`config.mk`:
```
export PLATFORM = sky130hd
export DESIGN_NAME = signed_seq_multiplier
export DESIGN_NICKNAME = d
export VERILOG_FILES = /design/src/rtl/signed_seq_multiplier.sv
export SDC_FILE = /design/constraint.sdc
export NUM_CORES = 1
export LEC_CHECK = 0
export CAP_MARGIN = 25
export CORE_MARGIN = 10
export CORE_UTILIZATION = 55
export DETAILED_ROUTE_END_ITERATION = 6
export PLACE_DENSITY = 0.89
export SLEW_MARGIN = 20
export SYNTH_ARGS = -nofsm -noshare
export SYNTH_HDL_FRONTEND = slang
export SYNTH_SLANG_ARGS = --single-unit
```
`constraint.sdc`:
```
create_clock -name clk -period 3.42 [get_ports clk]
set_input_delay 0.684 -clock clk [delete_from_list [all_inputs] [get_ports clk]]
set_output_delay 0.684 -clock clk [all_outputs]
set_load 0.005 [all_outputs]
```
`src/rtl/signed_seq_multiplier.sv`:
```
// Sequential shift-and-add multiplier, WIDTH x WIDTH -> 2*WIDTH, signed or unsigned.
// Signed operation uses sign-magnitude: take magnitudes, multiply unsigned, negate the product if needed.
module signed_seq_multiplier #(
   parameter int unsigned WIDTH = 8
) (
   input  logic                 clk,
   input  logic                 rst_n,
   input  logic                 in_valid,
   output logic                 in_ready,
   input  logic                 signed_mode,
   input  logic [WIDTH-1:0]     a,
   input  logic [WIDTH-1:0]     b,
   output logic                 out_valid,
   input  logic                 out_ready,
   output logic [2*WIDTH-1:0]   product,
   output logic                 busy
);

   localparam int unsigned CW = $clog2(WIDTH) + 1;

   typedef enum logic [2:0] {
      IDLE,
      ABS,
      MUL,
      SIGN,
      DONE
   } state_t;

   state_t state, state_nxt;

   logic [WIDTH-1:0]   a_reg, b_reg, mplier;
   logic [WIDTH-1:0]   abs_a, abs_b;
   logic               sm_reg, neg;
   logic [2*WIDTH-1:0] mcand, acc, prod_reg;
   logic [CW-1:0]      cnt;
   logic               accept, last_iter;

   assign accept    = in_valid & in_ready;
   assign last_iter = (cnt == CW'(WIDTH - 1));

   // Most negative input maps to 2^(WIDTH-1), which still fits as an unsigned magnitude.
   assign abs_a = (sm_reg & a_reg[WIDTH-1]) ? (~a_reg + WIDTH'(1)) : a_reg;
   assign abs_b = (sm_reg & b_reg[WIDTH-1]) ? (~b_reg + WIDTH'(1)) : b_reg;

   always_ff @(posedge clk) begin
      if (!rst_n) state <= IDLE;
      else        state <= state_nxt;
   end

   always_comb begin
      state_nxt = state;
      case (state)
         IDLE:    if (accept) state_nxt = ABS;
         ABS:     state_nxt = MUL;
         MUL:     if (last_iter) state_nxt = SIGN;
         SIGN:    state_nxt = DONE;
         DONE:    if (out_ready) state_nxt = IDLE;
         default: state_nxt = IDLE;
      endcase
   end

   always_comb begin
      in_ready  = (state == IDLE);
      busy      = (state != IDLE);
      out_valid = (state == DONE);
   end

   always_ff @(posedge clk) begin
      if (!rst_n) begin
         a_reg    <= '0;
         b_reg    <= '0;
         sm_reg   <= 1'b0;
         neg      <= 1'b0;
         mcand    <= '0;
         mplier   <= '0;
         acc      <= '0;
         cnt      <= '0;
         prod_reg <= '0;
      end else begin
         case (state)
            IDLE: begin
               if (accept) begin
                  a_reg  <= a;
                  b_reg  <= b;
                  sm_reg <= signed_mode;
               end
            end
            ABS: begin
               mcand  <= {{WIDTH{1'b0}}, abs_a};
               mplier <= abs_b;
               neg    <= sm_reg & (a_reg[WIDTH-1] ^ b_reg[WIDTH-1]);
               acc    <= '0;
               cnt    <= '0;
            end
            MUL: begin
               if (mplier[0]) acc <= acc + mcand;
               mcand  <= mcand << 1;
               mplier <= mplier >> 1;
               cnt    <= cnt + CW'(1);
            end
            SIGN: begin
               // Negating a zero accumulator wraps back to zero.
               prod_reg <= neg ? (~acc + (2*WIDTH)'(1)) : acc;
            end
            default: ;
         endcase
      end
   end

   assign product = prod_reg;

endmodule

```
==> impl_results.md <==
* Status: completed
* Async set-reset flop share out of synthesis at 0
* Mapped Nets at 581
* Cell count after synthesis at 540
* Critical path type: register to output port
* Hold WC Path Type: register to register
* Yosys top cell by area: dfxtp_1
* Final hold violation count at 0
* Total GRT Usage at 0.168
* CP endpoint kind: output port
* CP top delay family: buffers and inverters
* CTS root buffer: clkbuf_8
* Reg-to-reg slack, setup at about 1 ns
* Post-synth top cells: 99 x nand2_1, 81 x dfxtp_1, 32 x a21boi_1
* Residual DRC at 0
* Vias per cell at approximately 5.8
* CP Max Fanout at 9
* CTS buffer count at 9
* # rows at 32
* Final net count at 603
* Final-report max-slew violation count at 0
* WHS at approximately 0.46 ns
* Post-Syn Area per Cell at around 8.3 um^2
* DRT met1 WL at 4.34 mm
* H-Tree Depth at 3
* Post-synthesis register bit count at between 80 and 90
* CTS tree: done
* Number of global-route vias before repair at about 3700
* Sw Pwr at between 0.4 and 0.5 mW
* Largest net degree at the start of global routing at around 50
* RSZ-0062 raised after global routing: false
* Worst Path Buf+Inv at 1
* Final critical-path required period at 2.44 ns
* Worst path slowest cell: clkdlybuf4s50_1
* Comb power frac at 0.100
* Cell area power density at 370 nW/um^2
* Clock share of power at 0.365
* Tightest Pin Transition at approximately 0.63 ns
* Grt ovf at 0
* Clock-pin slew on the worst setup and hold paths at about 0.08 ns
* Slew Limit Headroom at 0.582
* Die Height at between 100 and 150 um
* Cts repair resizes at 0
* Die W at between 100 and 150 um
* Post-synthesis cell type count at 53
* Cell Int Power at 1.39 mW
* Area of the mapped netlist at 4460 um^2
* Max VDD drop at around 0.00026 V
* Ys flop type: dfxtp_1
* Via count at between 3000 and 4000
* Warnings, synthesis at 0
* Fmax at 411 MHz
* IO buf count at 39
* Post-DP HPWL at between 7 and 8 mm
* Reg power frac at 0.535
* Die Area at ~12000 um^2
* Crit path DAT at approximately 1.8 ns
* Routed len/inst at 14.5 um
* Worst Clk Skew at about 0.008 ns
* Setup_tns at 0 ns
* Area grow syn2layout at 12.9%
* Post-synth EDFFs at 0
* Synth top area share at 0.364
* Antenna fix cells at 0
* First-pass GRT wire length at approximately 17 mm
* Met2 WL at 4.66 mm
* Setup violators final at 0
* Worst path max stage delay at roughly 0.6 ns
* Area contributors post-synth: dfxtp_1 36%, nand2_1 8.3%, a21boi_1 5.4%
* Later-pin clock latency in the skew report at between 0.3 and 0.4 ns
* Clock sink count at between 80 and 90
* Worst-case clock buffer depth at 2
* Share of cells above drive strength 1 at 0.0459
* # hold bufs at CTS at 0
* Leak at between 1.5 and 2 nW
* Initial antenna violation count at 0
* Post-CTS Setup Repair Bufs at 0
* WP data required at roughly 2.7 ns
* CP startpoint kind: register
* Max layer used: met4
* Starting Density at 0.571
* Initial DRC Count at roughly 200
* Top-count cell post-synth: nand2_1
* # IOs at 40
* Tcrit/Tclk final at 0.712
* Post-DRT Antenna Nets at 0
* Final wirelength at between 9 and 10 mm
* Max-cap viol count at 0
* Sequential share of the synthesized area at 0.364
* Core box area at roughly 7800 um^2
* Drt pass-1 iters at 4
* Crit-path cells: nor3_1 -> clkdlybuf4s50_1
* RePlAce Congestion at 0.906
* Sw Ratio at 0.256
* Met3 wire len at approximately 550 um
## power by group through the flow
stage | clock (mW) | combinational (mW) | sequential [mW]
2_1_floorplan | 0 | 0.132 | 1.01
3_3_place_gp | 0 | 0.178 | 1.02
3_5_place_dp | 0 | 0.185 | 1.02
4_1_cts | 0.692 | 0.186 | 0.996
5_1_grt | 0.731 | 0.208 | 1.00
6_report | 0.680 | 0.186 | 0.997
## path summary, 6_finish.rpt
check	cells after the start	startpoint	end
hold / removal	2	mplier[3]	mplier[2]
setup reg to reg	9	acc[0]	acc[12]
hold reg to reg	2	mplier[3]	mplier[2]
setup / recovery	2	state[1]	in_ready
## metrics by stage
stage / cells / power, mW / worst slack, ns / utilization / area, um^2
final: 669 / 1.86 / 0.985 / 0.644 / 5030
after CTS: 669 / 1.87 / 0.975 / 0.644 / 5030
after global routing: 669 / 1.94 / 0.814 / 0.644 / 5030
after global placement: 653 / 1.19 / 1.22 / 0.620 / 4840
after detailed placement: 653 / 1.20 / 1.08 / 0.620 / 4840
after floorplan: 540 / 1.14 / 1.37 / - / 4460
## layout by cell type, fill, tap and decap left out, types with 3 or more instances in the layout
cell / count
nand2_1: 99
xnor2_1: 15
a22oi_1: 20
o31ai_1: 4
ha_1: 19
buf_4: 4
mux2i_1: 5
o211ai_1: 3
dfxtp_1: 81
nor3_1: 10
o211a_1: 6
o21ai_0: 10
nand4_1: 3
a21o_1: 4
nor2_1: 20
a21boi_1: 32
a21oi_1: 24
a221oi_1: 5
and3_1: 4
clkbuf_8: 9
inv_1: 10
clkdlybuf4s50_1: 38
o21ai_1: 27
xor2_1: 20
nand3_1: 15
nor2b_1: 19
nand2b_1: 5
and2_1: 15
## worst reg2reg max path, cell delays in order (launching register included)
cell	delay, ns
dfxtp_1	0.49
ha_1	0.26
inv_1	0.07
fa_1	0.40
nor2b_1	0.20
o211ai_1	0.12
a21boi_1	0.34
o2111ai_1	0.18
mux2i_1	0.18
nand2_1	0.06
## cell families after synthesis
| group | after synthesis | share of synthesized area |
|---|---|---|
| and+or+nand+nor | 205 | 0.221 |
| xor gates and xnor gates | 35 | 0.0688 |
| buffers and inverters | 42 | 0.0435 |
| DFF | 81 | 0.364 |
| adders and majority gates | 20 | 0.0578 |
| muxes | 5 | 0.0112 |
| AOI/OAI and AO/OA | 152 | 0.234 |
## per-layer routing
layer	GRT usage	vias up
li1	-	1943
met1	0.208	1801
met2	0.280	98
met3	0.0308	17
met4	0.0688	0
met5	0	-
## area by class of cell
type | instances | area (um^2)
inverters | 10 | 37.5
well taps | 102 | 128
multi-input cells | 417 | 2640
fillers | 647 | 2780
clock buffers | 11 | 131
flip-flops and latches | 81 | 1620
clock inverters | 5 | 56.3
repair buffers | 43 | 415
(Power assumes the default switching activity.)
